==> config.mk <==
export PLATFORM = sky130hd
export DESIGN_NAME = gray_code_counter
export DESIGN_NICKNAME = d
export VERILOG_FILES = /design/src/rtl/gray_code_counter.sv
export SDC_FILE = /design/constraint.sdc
export NUM_CORES = 1
export LEC_CHECK = 0
export CAP_MARGIN = 20
export CORE_MARGIN = 2
export CORE_UTILIZATION = 35
export DETAILED_ROUTE_END_ITERATION = 8
export PLACE_DENSITY_LB_ADDON = 0.1
export SLEW_MARGIN = 10
export SYNTH_ARGS = -nofsm -noshare
export SYNTH_HDL_FRONTEND = slang
export SYNTH_SLANG_ARGS = --single-unit
==> constraint.sdc <==
create_clock -name clk -period 7.5 [get_ports clk]
set_input_delay 1.125 -clock clk [delete_from_list [all_inputs] [get_ports clk]]
set_output_delay 1.125 -clock clk [all_outputs]
set_load 0.02 [all_outputs]
==> src/rtl/gray_code_counter.sv <==
// N-bit up/down counter with a registered Gray-coded copy of the count.
// Load, wrap/saturate bounds and a one-cycle terminal-count pulse, all from flops.
module gray_code_counter #(
  parameter int N    = 16,
  parameter bit WRAP = 1'b1
) (
  input  logic         clk,
  input  logic         rst_n,
  input  logic         en,
  input  logic         up,
  input  logic         load,
  input  logic [N-1:0] load_val,
  output logic [N-1:0] bin_out,
  output logic [N-1:0] gray_out,
  output logic         tc
);

  localparam logic [N-1:0] CNT_MAX = {N{1'b1}};
  localparam logic [N-1:0] CNT_ONE = {{(N-1){1'b0}}, 1'b1};

  logic [N-1:0] cnt, g, next_cnt;
  logic         next_tc;

  function automatic logic [N-1:0] bin2gray(input logic [N-1:0] b);
    return b ^ (b >> 1);
  endfunction

  always_comb begin
    next_cnt = cnt;
    next_tc  = 1'b0;
    if (load) begin
      next_cnt = load_val;
    end else if (en) begin
      if (up) begin
        if (cnt == CNT_MAX) begin
          next_tc = 1'b1;
          if (WRAP) next_cnt = '0;
        end else begin
          next_cnt = cnt + CNT_ONE;
        end
      end else begin
        if (cnt == '0) begin
          next_tc = 1'b1;
          if (WRAP) next_cnt = CNT_MAX;
        end else begin
          next_cnt = cnt - CNT_ONE;
        end
      end
    end
  end

  // Gray is always derived from the next binary value so both registers stay coherent.
  always_ff @(posedge clk) begin
    if (!rst_n) begin
      cnt <= '0;
      g   <= '0;
      tc  <= 1'b0;
    end else begin
      cnt <= next_cnt;
      g   <= bin2gray(next_cnt);
      tc  <= next_tc;
    end
  end

  assign bin_out  = cnt;
  assign gray_out = g;

endmodule
==> results of run 1 <==
[sequential cells by signal, summed over array words and instances (netlist names)]
register	count
tc	1
bin_out	16
gray_out	15
[worst max-delay path, delay by kind of cell]
kind	cells	cell delay, ps
compound gates	3	780
xor+xnor	1	170
buf+inv	1	1010
simple gates	3	620
[per-layer routing]
metal | part of all wire (%) | GRT usage (%) | wire length [um] | up-vias
li1 | - | - | - | 1036
met1 | 48 | 24.0 | 2910 | 971
met2 | 46 | 28.2 | 2800 | 63
met3 | 5.0 | 2.98 | 307 | 7
met4 | 1.3 | 5.96 | 82 | 0
met5 | 0 | 0 | 0 | -
[cells in the final DEF, fill, tap and decap left out, types with 4 or more instances in the layout]
| master | count |
|---|---|
| clkdlybuf4s50_1 | 53 |
| dfxtp_1 | 32 |
| and2_1 | 28 |
| nor2_1 | 15 |
| xor2_1 | 15 |
| nand2_1 | 14 |
| xnor2_1 | 11 |
| nand3_1 | 10 |
| nor4_1 | 9 |
| a21oi_1 | 8 |
| and3_1 | 8 |
| o21ai_0 | 8 |
| inv_1 | 7 |
| clkbuf_8 | 6 |
| nor2b_1 | 4 |
| a211o_1 | 4 |
| a221oi_1 | 4 |
[per-stage QoR]
stage          cell area [um^2]  worst slack, ps
5_1_grt                    2830             3820
6_report                   2830             3980
3_5_place_dp               2740             3700
3_3_place_gp               2740             3720
2_1_floorplan              2200             4860
4_1_cts                    2830             4000
[area by class of cell]
| cell class | count | area [um^2] | area share, % |
|---|---|---|---|
| Clock buffer | 8 | 90.1 | 3.18 |
| Multi-Input combinational cell | 203 | 1440 | 50.9 |
| Tap cell | 75 | 93.8 | 3.32 |
| Inverter | 7 | 26.3 | 0.929 |
| Sequential cell | 32 | 641 | 22.6 |
| Timing Repair Buffer | 54 | 538 | 19.0 |
[power breakdown]
part	internal, mW	switching [mW]	leakage [nW]	total [mW]
Sequential	0.187	0.0201	0.265	0.207
Clock	0.0749	0.0665	0.0455	0.141
Combinational	0.0813	0.0833	0.737	0.165
Total	0.343	0.170	1.05	0.513
[how the worst min path moves through the flow]
| stage | to | start | cells past startpoint | slack (ps) |
|---|---|---|---|---|
| floorplan | bin_out[0] | bin_out[0] | 3 | 810 |
| global placement | bin_out[14] | bin_out[14] | 3 | 840 |
| detailed placement | bin_out[14] | bin_out[14] | 3 | 850 |
| CTS | bin_out[14] | bin_out[14] | 3 | 860 |
| global route | bin_out[14] | bin_out[14] | 3 | 910 |
| finish | tc | bin_out[15] | 3 | 860 |
[synth_stat cells (4+ instances only)]
cell type   n  area share, %
clkbuf_1   14            2.4
xnor2_1    11            4.4
a21oi_1     8            1.8
a221oi_1    4            1.6
xor2_1     15            6.0
nand3_1    10            2.3
and3_1      8            2.3
nand2_1    14            2.4
a211o_1     4            1.6
nor2_1     15            2.6
nor2b_1     4            1.1
dfxtp_1    32             29
o21ai_0     8            1.8
and2_1     28            8.0
inv_1       7            1.2
nor4_1      9            2.6
[kinds of logic (layout without fill, tap and decap cells)]
logic type | count (synthesis) | in the layout
AND/OR/NAND/NOR | 113 | 113
flip-flops | 32 | 32
buffers and inverters | 28 | 69
multiplexers | 3 | 3
AO/OA/AOI/OAI | 58 | 58
adder cells (fa/ha/maj) | 3 | 3
XOR/XNOR | 26 | 26
==> impl_metrics.csv, run 1 <==
group,metric,value,unit
global_route,globalRouteOverflowTotal,0,
setup_path,required,7680,ps
logic_synthesis,synth_compound_area_share,20.6,%
logic_synthesis,synth_top_family_by_area,"simple AND/OR/NAND/NOR gates",
outcome,status,"completed",
timing,slew_headroom,41.0,%
cells_and_area,areaGrowthSynthToFinish,28.5,%
cells_and_area,fin_cells,379,
timing,final_hold_viol_count,0,
cells_and_area,drive_gt1_share,8.55,%
logic_synthesis,ys_types,63,
cells_and_area,antenna_cells,0,
setup_path,start_kind,"input port",
timing,tns,0,ps
logic_synthesis,yosys.area_share.simple,31.3,%
clocking,insertion_delay,290,ps
route,vias_per_cell,5.48,
pwr,ir_drop,0.0000834,V
setup_path,r2r-end,"gray_out[1]",
clocking,numCtsBuffers,5,
logic_synthesis,synth_edf_count,0,
floorplan,coreArea,0.00599,mm^2
logic_synthesis,synth-adder-area-share,1.71,%
setup_path,endpoint_kind,"flop",
pwr,finalPower,513,uW
clocking,cts-htree-levels,2,
logic_synthesis,async_flop_share,0,%
setup_path,cp_slowest_cell,"clkdlybuf4s50_1",
route,drc,0,
setup_path,critPathMaxStageDelay,1010,ps
setup_path,endpoint,"gray_out[1]",
global_route,grt_pass1_wl,9960,um
logic_synthesis,synth_xor_area_share,10.3,%
timing,skew,5.60,ps
logic_synthesis,ys_ff_latch,32,
logic_synthesis,synth_nets,287,
global_route,antenna_found_initial,0,
global_route,grt_usage,17.6,%
clocking,post_cts_resized,0,
route,drt_iter0_drc,132,
floorplan,num_rows,28,
route,vias,2077,
cells_and_area,layout.nets,327,
setup_path,crit_start,"up",
clocking,clk_path_buf_depth,2,
floorplan,die_y,83.3,um
setup_path,rr_worst_depth,7,
floorplan,die_x,83.3,um
timing,fin_crit_sh,47.0,%
timing,fin_crit,3520,ps
clocking,clkTransAtPathRegs,70,ps
route,ant_nets,0,
logic_synthesis,yosys_warnings,0,
placed_design,dp.cells,371,
global_route,first_global_vias,1994,
floorplan,dieArea,0.00694,mm^2
route,wl_per_cell,16.1,um
clocking,clock_sinks,32,
logic_synthesis,postSynthCellCount,263,
clocking,cts_tree,"yes",
timing,max_freq,0.284,GHz
cells_and_area,post-route-util,47.2,%
clocking,post-cts-setup-buffers,0,
setup_path,path_cells,"clkdlybuf4s50_1, and4_1, nand2_1, o21ai_2, a221oi_1, a211o_1, xor2_1, and2_1",
pwr,p_leak,1.05,nW
route,first_pass_iters,4,
clocking,hold_buffers,0,
timing,fin_hold_ws,862,ps
setup_path,ff2ff_setup_slack,4640,ps
logic_synthesis,seq_area_frac_synth,29.1,%
setup_path,worstSetupPathType,"in -> reg",
floorplan,initial_core_util,36.7,%
logic_synthesis,synthMuxAreaShare,1.48,%
flow_run,maxCapViolations,0,
logic_synthesis,synth_ff_type,"dfxtp_1",
logic_synthesis,syn_area,0.00220,mm^2
clocking,clockRootBuffer,"clkbuf_8",
pwr,power_density,181,mW/mm^2
placed_design,place.gp.congestion,0.878,
floorplan,pin_count,54,
timing,finalSetupViolations,0,
timing,maxSlewViolCount,0,
global_route,grt_start_max_net_pins,33,
setup_path,cp.arrival,3710,ps
placed_design,dpl.hpwl,4170,um
setup_path,rr_startpoint,"bin_out[5]",
worst_hold_path,hp-class,"reg -> reg",
placed_design,io_buffers,53,
timing,rsz0062_at_grt,"false",
route,routed_wl,6100,um
setup_path,worstPathMaxFanout,23,
timing,worst_pin_slew,883,ps
logic_synthesis,postSynthAreaPerCell,8.37,um^2
cells_and_area,fillerInstances,593,
No activity file was read; power rests on OpenSTA's default activity.
==> run 2, diff against run 1 <==
clock period = 3.6 ns   (was 7.5 ns; I/O delays follow)
==> run 2 against run 1 <==
Worst setup slack got worse by 3100 ps. Via count rose by 0.82%. Sequential share of layout area fell by 0.24 points. First-iteration DRC count fell by 12%. Non-clock buffer count rose by 4. Combinational power rose by 110%. Register-to-register slack got worse by 3800 ps. Worst hold slack got worse by 17 ps. Critical path depth did not move. Highest routed layer unchanged.
==> impl_metrics.csv, run 2 (same netlist as run 1, synthesis figures left out) <==
group,metric,value,unit
outcome,status,"completed",
clocking,hold_buffers,0,
timing,skew,6.65,ps
setup_path,worstPathMaxFanout,7,
pwr,ir_drop,0.000157,V
global_route,antenna_found_initial,0,
worst_hold_path,min-delay-start,"bin_out[0]",
global_route,globalRouteOverflowTotal,0,
global_route,grt_start_max_net_pins,33,
cells_and_area,drive_gt1_share,9.74,%
pwr,power_frac_seq,40.2,%
route,wl_per_cell,16.3,um
setup_path,cp.arrival,2940,ps
setup_path,ff2ff_setup_slack,840,ps
worst_hold_path,hold_end,"bin_out[0]",
route,drc,0,
floorplan,die_y,83.3,um
global_route,first_global_vias,1990,
placed_design,pre_cts_ws,633,ps
global_route,grtUsageMet2,28.3,%
clocking,post_cts_resized,0,
pwr,p_leak,1.07,nW
cells_and_area,layout.nets,331,
global_route,grt_pass1_wl,10300,um
clocking,clkTransAtPathRegs,70,ps
clocking,numCtsBuffers,5,
clocking,clock_sinks,32,
global_route,met3_usage,3.88,%
floorplan,pin_count,54,
setup_path,required,3780,ps
pwr,p_switching,357,uW
floorplan,die_x,83.3,um
setup_path,rr_worst_depth,8,
global_route,grt_usage,18.2,%
timing,maxSlewViolCount,0,
timing,final_hold_viol_count,0,
setup_path,worstSetupPathType,"reg -> reg",
timing,tns,0,ps
cells_and_area,areaGrowthSynthToFinish,29.9,%
clocking,cts_tree,"yes",
timing,rsz0062_at_grt,"false",
pwr,power_density,376,mW/mm^2
cells_and_area,largest_register_ffs,16,
setup_path,start_kind,"flop",
timing,slew_headroom,37.3,%
floorplan,dieArea,0.00694,mm^2
placed_design,io_buffers,53,
floorplan,initial_core_util,36.7,%
floorplan,coreArea,0.00599,mm^2
pwr,p_clk_share,27.4,%
timing,worst_pin_slew,937,ps
route,vias,2094,
cells_and_area,antenna_cells,0,
clocking,clk_path_buf_depth,2,
worst_hold_path,hp-class,"reg -> reg",
floorplan,num_rows,28,
worst_hold_path,hold_depth,3,
cells_and_area,final_cell_mix,"53 x clkdlybuf4s50_1, 32 x dfxtp_1, 28 x and2_1",
setup_path,r2r-end,"gray_out[2]",
route,first_pass_iters,5,
timing,max_freq,0.363,GHz
pwr,p_comb_share,32.4,%
route,vias_per_cell,5.47,
route,ant_nets,0,
clocking,post-cts-setup-buffers,0,
setup_path,rr_startpoint,"bin_out[0]",
pwr,p_sw_share,33.2,%
clocking,cts-htree-levels,2,
setup_path,endpoint_kind,"flop",
timing,fin_crit_sh,76.6,%
flow_run,maxCapViolations,0,
timing,finalSetupViolations,0,
placed_design,place.gp.congestion,0.874,
clocking,clockRootBuffer,"clkbuf_8",
pwr,p_int,718,uW
global_route,grt_use_met1,24.8,%
placed_design,dpl.hpwl,4270,um
route,drt_iter0_drc,116,
cells_and_area,layout_commonest_cell,"clkdlybuf4s50_1",
timing,fin_crit,2760,ps
global_route,grt_busiest_layer,"met2",
clocking,insertion_delay,290,ps
route,routed_wl,6250,um
timing,worst_slack,842,ps
==> run 2: stage by stage <==
step	instances	area, um^2	util [%]	hold WS, ps	power (mW)
2_1_floorplan	263	2200	-	668	0.653
3_3_place_gp	375	2770	46.2	835	0.788
3_5_place_dp	375	2770	46.2	828	0.788
4_1_cts	383	2860	47.7	847	1.09
5_1_grt	383	2860	47.7	901	1.13
6_report	383	2860	47.7	845	1.07
==> run 2: power by group through the flow <==
stage | registers [mW] | clock network, mW | logic, mW
2_1_floorplan | 0.461 | 0 | 0.192
3_3_place_gp | 0.440 | 0 | 0.348
3_5_place_dp | 0.440 | 0 | 0.348
4_1_cts | 0.432 | 0.306 | 0.350
5_1_grt | 0.439 | 0.312 | 0.378
6_report | 0.432 | 0.294 | 0.348
==> run 2: routing by layer <==
| layer | wire [um] | vias up |
|---|---|---|
| li1 | - | 1052 |
| met1 | 3080 | 976 |
| met2 | 2740 | 57 |
| met3 | 346 | 9 |
| met4 | 83 | 0 |
| met5 | 0 | - |
==> run 2: worst max-delay path, cell delays in order, from the launching register on <==
cell and delay [ps]:
dfxtp_1 490, ha_1 300, nand3_4 140, or4_4 610
o21ai_2 290, a211oi_1 110, a211o_1 370, xor2_1 170
and2_1 150
==> run 2: area by class of cell <==
cell class              instances  area (um^2)
multi-input cells             203         1440
well taps                      75         93.8
repair buffers                 58          568
clock buffers                   8         90.1
flip-flops and latches         32          641
fillers                       613         3130
inverters                       7         26.3
==> run 2: worst max-delay path by stage <==
stage          startpoint            to  depth (start not counted)
3_5_place_dp           up   gray_out[3]                          9
4_1_cts        bin_out[0]   gray_out[3]                          8
2_1_floorplan  bin_out[0]  gray_out[13]                          8
6_report       bin_out[0]   gray_out[2]                          8
5_1_grt        bin_out[0]   gray_out[3]                          8
3_3_place_gp           up   gray_out[2]                          9
==> run 3, diff against run 2 <==
clock period = 2.59 ns   (was 3.6 ns; I/O delays follow)
==> run 3 against run 2 <==
Global-route usage grew 0.59 points. Register-to-register slack lost 740 ps. Critical path depth unchanged. Sequential power up 34%. Non-clock buffer count up 23. Combinational power grew 55%. Utilization rose by 3.1 points. Clock power grew 34%. Die area unchanged. Highest routed layer unchanged.
==> impl_metrics.csv, run 3 (same netlist as run 1, synthesis figures left out) <==
group,metric,value,unit
setup_path,crit_start,"bin_out[0]",
floorplan,num_rows,28,
cells_and_area,layout.nets,354,
pwr,p_sw_share,32.4,%
pwr,ir_drop,0.000278,V
cells_and_area,largest_register_ffs,16,
clocking,clockRootBuffer,"clkbuf_8",
global_route,grt_start_max_net_pins,33,
setup_path,worstPathMaxFanout,5,
setup_path,rr_startpoint,"bin_out[0]",
pwr,p_leak,1.18,nW
route,first_pass_iters,4,
cells_and_area,fillerInstances,593,
clocking,hold_buffers,0,
pwr,power_frac_seq,38.3,%
pwr,power_density,498,mW/mm^2
floorplan,die_x,83.3,um
route,drc,0,
clocking,clk_path_buf_depth,2,
setup_path,cp_slowest_cell,"or4_4",
outcome,status,"completed",
placed_design,pre_cts_ws,62.7,ps
floorplan,die_y,83.3,um
pwr,finalPower,1.52,mW
setup_path,endpoint,"gray_out[1]",
setup_path,critPathMaxStageDelay,580,ps
global_route,globalRouteOverflowTotal,0,
placed_design,placed_cell_area,0.00294,mm^2
setup_path,worstSetupPathType,"reg -> reg",
pwr,p_comb_share,35.7,%
placed_design,dpl.hpwl,4720,um
floorplan,coreArea,0.00599,mm^2
clocking,numCtsBuffers,5,
placed_design,place.gp.congestion,0.905,
timing,finalSetupViolations,0,
route,wl_per_cell,15.8,um
route,vias_per_cell,5.33,
timing,worst_pin_slew,583,ps
global_route,grt_pass1_wl,10700,um
floorplan,initial_core_util,36.7,%
clocking,insertion_delay,280,ps
cells_and_area,stdcell_area,0.00305,mm^2
cells_and_area,layout_commonest_cell,"clkdlybuf4s50_1",
cells_and_area,antenna_cells,0,
setup_path,r2r-end,"gray_out[1]",
worst_hold_path,hp-class,"in -> reg",
cells_and_area,final_cell_mix,"53 x clkdlybuf4s50_1, 32 x dfxtp_1, 28 x and2_1, 28 x buf_4",
route,routed_wl,6430,um
cells_and_area,drive_gt1_share,16.3,%
pwr,p_switching,492,uW
timing,fin_crit,2490,ps
setup_path,rr_worst_depth,8,
timing,rsz0062_at_grt,"true",
pwr,p_clk_share,26.0,%
route,ant_nets,0,
timing,worst_slack,100,ps
setup_path,path_cells,"ha_1, nand3_4, or4_4, o21ai_2, a221oi_1, a211o_1, xor2_1, and2_1",
timing,slew_headroom,60.8,%
timing,final_hold_viol_count,0,
floorplan,dieArea,0.00694,mm^2
timing,fin_crit_sh,96.1,%
clocking,cts_tree,"yes",
floorplan,pin_count,54,
setup_path,start_kind,"flop",
timing,maxSlewViolCount,0,
route,vias,2162,
setup_path,cp.arrival,2660,ps
clocking,clock_sinks,32,
pwr,p_int,1.03,mW
clocking,clkTransAtPathRegs,60,ps
setup_path,required,2760,ps
clocking,cts-htree-levels,2,
timing,skew,2.65,ps
setup_path,endpoint_kind,"flop",
flow_run,maxCapViolations,0,
setup_path,ff2ff_setup_slack,100,ps
placed_design,io_buffers,53,
global_route,grt_usage,18.8,%
route,drt_iter0_drc,94,
global_route,antenna_found_initial,0,
cells_and_area,areaGrowthSynthToFinish,38.4,%
timing,max_freq,0.402,GHz
global_route,first_global_vias,2213,
==> run 3: power by group through the flow <==
stage	Clock, mW	Sequential, mW	Combinational, mW
after floorplan	0	0.641	0.267
after global placement	0	0.592	0.534
after detailed placement	0	0.591	0.536
after CTS	0.418	0.581	0.539
after global routing	0.438	0.588	0.589
final	0.395	0.581	0.541
==> run 3: timing repair <==
| action | 4_1_cts | 5_1_grt |
|---|---|---|
| gates resized for setup | 0 | 3 |
| endpoints found under the setup margin | 0 | 11 |
| setup buffers | 0 | 0 |
==> run 3: stage by stage <==
stage / hold slack (ps) / instances / utilization (%) / setup TNS [ps]
floorplan: 517 / 263 / - / 0
global placement: 834 / 398 / 49.1 / 0
detailed placement: 841 / 398 / 49.1 / 0
CTS: 821 / 406 / 50.6 / 0
global route: 831 / 406 / 50.9 / -29.0
finish: 828 / 406 / 50.9 / 0
==> run 3: how the worst min path moves through the flow <==
stage / start / end / depth (start not counted)
after global routing: load_val[0] / bin_out[0] / 3
after detailed placement: bin_out[14] / bin_out[14] / 3
final: load_val[0] / bin_out[0] / 3
after floorplan: rst_n / bin_out[13] / 1
after global placement: bin_out[14] / bin_out[14] / 3
after CTS: load_val[0] / bin_out[0] / 3
==> run 3: worst max-delay path, delay by kind of cell (launching register included) <==
family,cells,cell delay (ps)
simple gates,3,830
flops,1,370
compound gates,3,730
xor+xnor,1,170
fa+ha+maj,1,290
==> run 3: cell type report <==
cell class / instances / area [um^2] / share of cell area, %
multi-input combinational: 203 / 1460 / 47.8
timing repair buffer: 81 / 741 / 24.3
sequential: 32 / 641 / 21.0
tap: 75 / 93.8 / 3.08
clock buffer: 8 / 90.1 / 2.96
inverter: 7 / 26.3 / 0.862
==> run 3: per-layer routing <==
layer  vias up  part of all wire (%)  track usage [%]
li1       1084                     -                -
met1      1015                    47             23.6
met2        57                    47             31.7
met3         6                   5.5             4.77
met4         0                   1.0             5.07
met5         -                     0                0
